File: src/rtl/pulse_meter.sv
// pulse_meter -- measures high width and rise-to-rise period of one selected
// channel of an 8-bit pulse bus, in clk cycles.
//
// Ports:
//   clk       system clock
//   reset     asynchronous reset, active low
//   pulse_in  8 pulse channels, may be asynchronous to clk
//   ch_sel    channel to measure, captured when a start is accepted
//   start     measurement request, level-sampled, accepted only when idle
//   busy      high from the cycle after an accepted start through the done cycle
//   done      one-cycle strobe, results valid
//   timeout   measurement aborted on counter saturation; held until next start
//   high_w    measured high time (cycles)
//   period    measured rise-to-rise time (cycles)

// Two-flop synchronizer for one pulse channel.
module pulse_meter_sync (
  input  logic clk,
  input  logic reset,
  input  logic d,
  output logic q
);
  logic meta_q, meta_d;
  logic sync_q, sync_d;

  always_comb begin
    meta_d = d;
    sync_d = meta_q;
  end

  always_ff @(posedge clk or negedge reset) begin
    if (!reset) begin
      meta_q <= 1'b0;
      sync_q <= 1'b0;
    end else begin
      meta_q <= meta_d;
      sync_q <= sync_d;
    end
  end

  assign q = sync_q;
endmodule

module pulse_meter #(
  parameter int CNT_W = 24
) (
  input  logic             clk,
  input  logic             reset,
  input  logic [7:0]       pulse_in,
  input  logic [2:0]       ch_sel,
  input  logic             start,
  output logic             busy,
  output logic             done,
  output logic             timeout,
  output logic [CNT_W-1:0] high_w,
  output logic [CNT_W-1:0] period
);
  localparam int NUM_CH = 8;
  localparam logic [CNT_W-1:0] CNT_ONE = CNT_W'(1);

  typedef enum logic [2:0] {
    S_IDLE,
    S_ARM,
    S_HIGH,
    S_LOW,
    S_DONE
  } state_t;

  // Every channel is synchronized so the mux after the flops never switches
  // between a settled and a metastable source.
  logic [NUM_CH-1:0] pulse_s;

  for (genvar gi = 0; gi < NUM_CH; gi++) begin : g_sync
    pulse_meter_sync u_sync (
      .clk   (clk),
      .reset (reset),
      .d     (pulse_in[gi]),
      .q     (pulse_s[gi])
    );
  end

  state_t           state_q, state_d;
  logic [2:0]       ch_q, ch_d;
  logic             s_d_q, s_d_d;
  logic [CNT_W-1:0] cnt_q, cnt_d;
  logic [CNT_W-1:0] high_w_q, high_w_d;
  logic [CNT_W-1:0] period_q, period_d;
  logic             timeout_q, timeout_d;

  logic s;
  logic rise;
  logic fall;
  logic sat;
  logic [CNT_W-1:0] cnt_inc;

  always_comb begin
    s       = pulse_s[ch_q];
    rise    = s & ~s_d_q;
    fall    = ~s & s_d_q;
    sat     = &cnt_q;
    // Hold at all-ones once saturated so the counter never wraps to 0.
    cnt_inc = sat ? cnt_q : cnt_q + CNT_ONE;
  end

  always_comb begin
    state_d   = state_q;
    ch_d      = ch_q;
    s_d_d     = s;
    cnt_d     = cnt_q;
    high_w_d  = high_w_q;
    period_d  = period_q;
    timeout_d = timeout_q;

    case (state_q)
      S_IDLE: begin
        if (start) begin
          ch_d      = ch_sel;
          cnt_d     = '0;
          timeout_d = 1'b0;
          high_w_d  = '0;
          period_d  = '0;
          // Seed the edge detector with the newly selected channel so a
          // level already high at start, or a channel switch, is not a rise.
          s_d_d     = pulse_s[ch_sel];
          state_d   = S_ARM;
        end
      end

      S_ARM: begin
        cnt_d = cnt_inc;
        if (sat) begin
          timeout_d = 1'b1;
          state_d   = S_DONE;
        end else if (rise) begin
          cnt_d   = CNT_ONE;
          state_d = S_HIGH;
        end
      end

      S_HIGH: begin
        cnt_d = cnt_inc;
        if (sat) begin
          timeout_d = 1'b1;
          state_d   = S_DONE;
        end else if (fall) begin
          high_w_d = cnt_q;
          state_d  = S_LOW;
        end
      end

      S_LOW: begin
        cnt_d = cnt_inc;
        if (sat) begin
          timeout_d = 1'b1;
          state_d   = S_DONE;
        end else if (rise) begin
          period_d = cnt_q;
          cnt_d    = CNT_ONE;
          state_d  = S_DONE;
        end
      end

      S_DONE: begin
        state_d = S_IDLE;
      end

      default: begin
        state_d = S_IDLE;
      end
    endcase
  end

  always_ff @(posedge clk or negedge reset) begin
    if (!reset) begin
      state_q   <= S_IDLE;
      ch_q      <= 3'd0;
      s_d_q     <= 1'b0;
      cnt_q     <= '0;
      high_w_q  <= '0;
      period_q  <= '0;
      timeout_q <= 1'b0;
    end else begin
      state_q   <= state_d;
      ch_q      <= ch_d;
      s_d_q     <= s_d_d;
      cnt_q     <= cnt_d;
      high_w_q  <= high_w_d;
      period_q  <= period_d;
      timeout_q <= timeout_d;
    end
  end

  // Status decodes straight from the state register, so an async reset
  // clears them in the same instant as the state.
  always_comb begin
    busy    = (state_q != S_IDLE);
    done    = (state_q == S_DONE);
    timeout = timeout_q;
    high_w  = high_w_q;
    period  = period_q;
  end
endmodule

File: config.mk
export PLATFORM = sky130hd
export DESIGN_NAME = pulse_meter
export DESIGN_NICKNAME = d
export VERILOG_FILES = /design/src/rtl/pulse_meter.sv
export SDC_FILE = /design/constraint.sdc
export NUM_CORES = 1
export LEC_CHECK = 0
export BUFFER_PORTS_ARGS = -buffer_cell sky130_fd_sc_hd__buf_2
export CORE_ASPECT_RATIO = 0.5
export CORE_UTILIZATION = 61
export CTS_CLUSTER_SIZE = 28
export DETAILED_ROUTE_END_ITERATION = 7
export GPL_ROUTABILITY_DRIVEN = 0
export MAX_ROUTING_LAYER = met4
export PLACE_DENSITY = 0.91
export SYNTH_ARGS = -nofsm -noshare
export SYNTH_HDL_FRONTEND = slang
export SYNTH_SLANG_ARGS = --single-unit
File: constraint.sdc
create_clock -name clk -period 4.65 [get_ports clk]
set_clock_uncertainty 0.2 [all_clocks]
set_input_delay 0.6975 -clock clk [delete_from_list [all_inputs] [get_ports clk]]
set_output_delay 0.6975 -clock clk [all_outputs]
set_load 0.05 [all_outputs]
==> run summary, run 1 <==
Status: finished clean
Compound-Gate Fraction of Synth Area: 0.06886
Commonest non-fill, non-tap cell in the layout: dfrtp_1
# nets final: 464
PortBufs: 64
Vias per cell: 5.914
Synth Area per Inst: 11.16 um^2
DR pass1 iterations: 5
Global-route wire length before repair: 15.59 mm
Setup CP Type: reg2reg
Final min period: 3052 ps
Final setup TNS: 0 ps
Core area: 6753 um^2
Clock Tree Buf Depth: 2
Final Hold Vio Count: 0
Fin worst setup slack: 1598 ps
Wire per inst: 17.75 um
Antenna violations before repair: 0
H-tree Lvls: 3
Leak: 0.002375 uW
Layout area overhead: 15.11%
# diodes: 0
Vias post-DR: 3229
Yosys cell types: 45
Worst-Margin Slew: 1073 ps
Synth Register Bits: 96
All-layer global routing usage: 0.2953
Initial core utilization: 0.6378
Synth Flop Type: dfrtp_1
Rows: 21
Xor/xnor share of the synthesized area: 0.01627
Gate Count Post-Synth: 386
Pre-CTS setup slack: 1752 ps
Drt total wl: 9.689 mm
Arr. time, crit path: 3110 ps
Power Dens Cells: 486.6 nW/um^2
Final slew viol count: 0
Final non-filler cell area: 4957 um^2
DRT iter0 DRCs: 245
Hold buffer count at cts: 0
Crit-path max cell delay: 880 ps
Sequential-to-total area share from yosys stat: 0.5578
Setup crit start kind: flip-flop
F_max: 327.7 MHz
Layout cells sized above 1: 0.2247
CTS tree: done
Relative slew slack: 0.2774
Die Y: 61.42 um
Die area: 7421 um^2
RSZ-0062 raised after global routing: no
Crit path max-delay cell type: o21ai_0
Cell area after synthesis: 4307 um^2
Commonest non-fill, non-tap cells in the layout: dfrtp_1 (96), buf_2 (63), nand2_1 (58)
Async set or reset register ratio after synthesis: 1.000
Max-cap viol count: 0
DP HPWL: 6.331 mm
Mux contribution to synthesized area: 0.1415
Largest family of logic cells by synthesized area: simple AND/OR/NAND/NOR gates
Drt drc: 0
Syn_nets: 401
Synth Area in Simple Gates: 0.1598
Post-CTS sizing: 0
Pin count of the biggest net entering global routing: 57
Clock sink count: 96
Top Ports: 65
Synth Area in Adders: 0.002905
Worst-path clk slew: 70 ps
Final setup violation count: 0
Root Buffer: clkbuf_16
Critical path peak fanout: 11
Number of flops mapped to enable cells by yosys: 0
Non-Filler Instances: 546
Post-CTS setup buffer count: 0
Crit end category: flip-flop
DRT antenna net count: 0
Worst reg2reg setup slack: 1600 ps
CP Cell Sequence: ha_1, nand3_1, or3_1, o21ai_0, o21ai_0, a21oi_1
Worst-Skew Late Latency: 340 ps
Min-Delay Path Class: reg2reg
Die X-Extent: 120.8 um
# placed instances: 530
Cell Area, Placed: 4649 um^2
Synth warn: 0
Peak supply drop: 0.3069 mV
Vias in the first global route: 3126
CP dominant cell by count: o21ai_0
WP data required: 4710 ps
Remaining Overflow, GRT: 0
Final period util: 0.6563
Fillers: 437
Clock buffer count from CTS: 9
[critical path: cells and delay by family (launching register included)]
| family | cells | cell delay, ps |
|---|---|---|
| and+or+nand+nor | 2 | 700 |
| AOI/OAI and AO/OA | 3 | 1330 |
| DFF | 1 | 460 |
| adders and majority gates | 1 | 280 |
[registers in the layout, summed over array words and instances, names as in the netlist]
name	cells
ch_q	3
state_q	3
timeout	1
cnt_q	24
g_sync.u_sync.meta_q	8
high_w	24
s_d_q	1
period	24
g_sync.u_sync.q	8
[Yosys cell counts (8+ instances only)]
| cell | n | share of area |
|---|---|---|
| a21oi_1 | 18 | 0.021 |
| dfrtp_1 | 96 | 0.56 |
| inv_1 | 27 | 0.024 |
| mux2i_1 | 53 | 0.12 |
| nand2_1 | 58 | 0.051 |
| nand3_1 | 13 | 0.015 |
| nand4_1 | 9 | 0.013 |
| nor2_1 | 15 | 0.013 |
| o21ai_0 | 11 | 0.013 |
| or3_1 | 11 | 0.016 |
| xnor2_1 | 8 | 0.016 |
[path summary, 6_finish.rpt]
check                                              from                  to  cells past startpoint
worst min-delay path            g_sync[7].u_sync.meta_q  g_sync[7].u_sync.q                      0
worst max register to register                 cnt_q[0]            cnt_q[8]                      6
worst max-delay path                           cnt_q[0]            cnt_q[8]                      6
min in group asynchronous                         reset           high_w[5]                      1
worst min register to register  g_sync[7].u_sync.meta_q  g_sync[7].u_sync.q                      0
max in group asynchronous                         reset          period[21]                      2
[logic make-up (layout without fill, tap and decap cells)]
group	after synthesis	count (layout)
AO/OA/AOI/OAI	47	47
adder cells (fa/ha/maj)	1	1
AND/OR/NAND/NOR	134	134
XOR/XNOR	8	8
buffers and inverters	42	110
flip-flops	96	96
multiplexers	58	58
[where the power goes]
group          switching [uW]  leakage [uW]  internal (uW)
clock                     315      0.000144            436
sequential               87.7       0.00128            917
combinational             455      0.000951            201
[per-stage QoR]
| step | hold slack [ps] | power (uW) | utilization |
|---|---|---|---|
| CTS | 144.6 | 2415 | 0.7341 |
| global placement | 133.8 | 1625 | 0.6885 |
| floorplan | 131.2 | 1525 | - |
| detailed placement | 134.7 | 1661 | 0.6885 |
| global route | 152.4 | 2510 | 0.7341 |
| finish | 145.0 | 2412 | 0.7341 |
[area by class of cell]
type,instances,area (um^2),area share
clock buffer,11,242.7,0.04897
multi-input combinational,248,1685,0.3400
clock inverter,5,65.06,0.01312
sequential,96,2402,0.4846
tap,92,115.1,0.02322
timing repair buffer,67,345.3,0.06966
inverter,27,101.3,0.02044
[routing by layer]
metal / wire [um] / up-vias / global-route usage
met3: 547 / 19 / 0.06204
met4: 133 / 0 / 0.09347
met2: 4798 / 126 / 0.4849
met5: 0 / - / -
met1: 4209 / 1619 / 0.3784
li1: - / 1465 / -
No activity file was read; power rests on OpenSTA's default activity.
==> inputs of run 2 (changes only) <==
Settings changed: CORE_UTILIZATION 61 to 57, PLACE_DENSITY 0.91 to 0.86.
Clock period 4.65 ns to 2.9 ns, I/O delays scaled along.
==> run summary, run 2 (synthesis gave the netlist of run 1 again) <==
Worst reg2reg setup slack: 180 ps
Setup CP Type: reg2reg
Area occupied by registers: 2402 um^2
Initial core utilization: 0.6162
Top Ports: 65
M1 WL: 4.379 mm
Commonest non-fill, non-tap cells in the layout: dfrtp_1 (96), buf_2 (63), nand2_1 (58)
Arr. time, crit path: 2780 ps
WP data required: 2960 ps
Final setup TNS: 0 ps
Relative slew slack: 0.5750
Core area: 6989 um^2
Clock Tree Buf Depth: 2
Worst-Margin Slew: 637.5 ps
Non-Filler Instances: 570
Final min period: 2717 ps
Root Buffer: clkbuf_16
Flop pwr share: 0.400
Sw Ratio: 0.3537
Hold_ws: 148.3 ps
Drt total wl: 9.410 mm
# diodes: 0
Layout area overhead: 20.31%
Fillers: 463
Final setup violation count: 0
Antenna violations before repair: 0
PortBufs: 64
Comb pwr share: 0.293
Die X-Extent: 124.9 um
Min-Delay Path Class: in2reg
Drt drc: 10
Vias in the first global route: 3169
Rows: 21
DR pass1 iterations: 7
DP HPWL: 6.243 mm
Max-cap viol count: 0
Sw Pwr: 1410 uW
Remaining Overflow, GRT: 0
# placed instances: 539
Final period util: 0.9368
Commonest non-fill, non-tap cell in the layout: dfrtp_1
H-tree Lvls: 3
Highest metal used: met4
Pin count of the biggest net entering global routing: 52
Leak: 0.002501 uW
Wire per inst: 16.51 um
RSZ-0062 raised after global routing: no
Internal: 2576 uW
Worst-Skew Late Latency: 350 ps
WL met2: 4.274 mm
Status: complete, but fails checks
Cell Area, Placed: 4726 um^2
CTS tree: done
Routed wl met3: 584 um
Final slew viol count: 0
Layout cells sized above 1: 0.2448
Vias post-DR: 3255
Clock Power Share: 0.307
Clock buffer count from CTS: 9
F_max: 368.1 MHz
All-layer global routing usage: 0.2653
Failing checks: DRC
Final non-filler cell area: 5181 um^2
Multi-input logic area: 1682 um^2
Worst-path clk slew: 70 ps
DRT antenna net count: 0
Vias per cell: 5.711
DRT iter0 DRCs: 308
Setup crit start kind: flip-flop
Die area: 7928 um^2
Critical path peak fanout: 25
Peak supply drop: 0.5365 mV
Final Hold Vio Count: 0
# nets final: 488
Clock sink count: 96
Die Y: 63.47 um
Crit end category: flip-flop
Global-route wire length before repair: 15.39 mm
Power Dens Cells: 769.2 nW/um^2
Fin util: 0.7413
[run 2: cell count changes in the layout (fill, tap and decap cells not counted), moves of 2 or more]
cell,change
buf_12,+2
buf_4,+13
inv_6,+5
clkinvlp_4,-2
dlygate4sd3_1,+9
[run 2: timing repair]
item                       4_1_cts  5_1_grt
gates resized for setup          0        0
setup endpoints to repair        0       10
hold buffers                     9        0
hold endpoints to repair        58        0
buffers inserted                 0        6
[run 2: power by group through the flow]
stage          combinational (uW)  clock (uW)  sequential (uW)
2_1_floorplan                 707           0             1740
3_3_place_gp                 1070           0             1600
3_5_place_dp                 1110           0             1610
4_1_cts                      1120        1240             1590
5_1_grt                      1240        1300             1620
6_report                     1170        1220             1600
[run 2: cell type report]
| cell class | count | share of cell area |
|---|---|---|
| Tap cell | 92 | 0.02222 |
| Sequential cell | 96 | 0.4637 |
| Clock buffer | 9 | 0.04347 |
| Multi-Input combinational cell | 248 | 0.3246 |
| Inverter | 27 | 0.01956 |
| Timing Repair Buffer | 91 | 0.1106 |
| Clock inverter | 7 | 0.01594 |
[run 2: worst paths after layout]
path | to | depth (start not counted) | from
max | high_w[15] | 7 | cnt_q[1]
min | ch_q[2] | 2 | ch_sel[2]
max reg2reg | high_w[15] | 7 | cnt_q[1]
min reg2reg | g_sync[4].u_sync.q | 0 | g_sync[4].u_sync.meta_q
max in group asynchronous | cnt_q[13] | 3 | reset
min in group asynchronous | period[19] | 2 | reset
[run 2: worst max-delay path: stages, from the launching register on]
cell	delay, ps
dfrtp_1	420
ha_1	240
nand3_1	180
or3_1	500
o21ai_4	220
buf_4	170
or4b_4	430
mux2i_1	250
[run 2: routing by layer]
| metal | global-route usage | vias up |
|---|---|---|
| li1 | - | 1517 |
| met1 | 0.3553 | 1594 |
| met2 | 0.3883 | 125 |
| met3 | 0.06882 | 19 |
| met4 | 0.1113 | 0 |
| met5 | - | - |
[run 2: through the flow]
step,power (uW),worst slack [ps]
finish,3986,183.2
global route,4158,5.917
CTS,3954,62.34
detailed placement,2719,102.0
global placement,2675,213.8
floorplan,2445,544.2
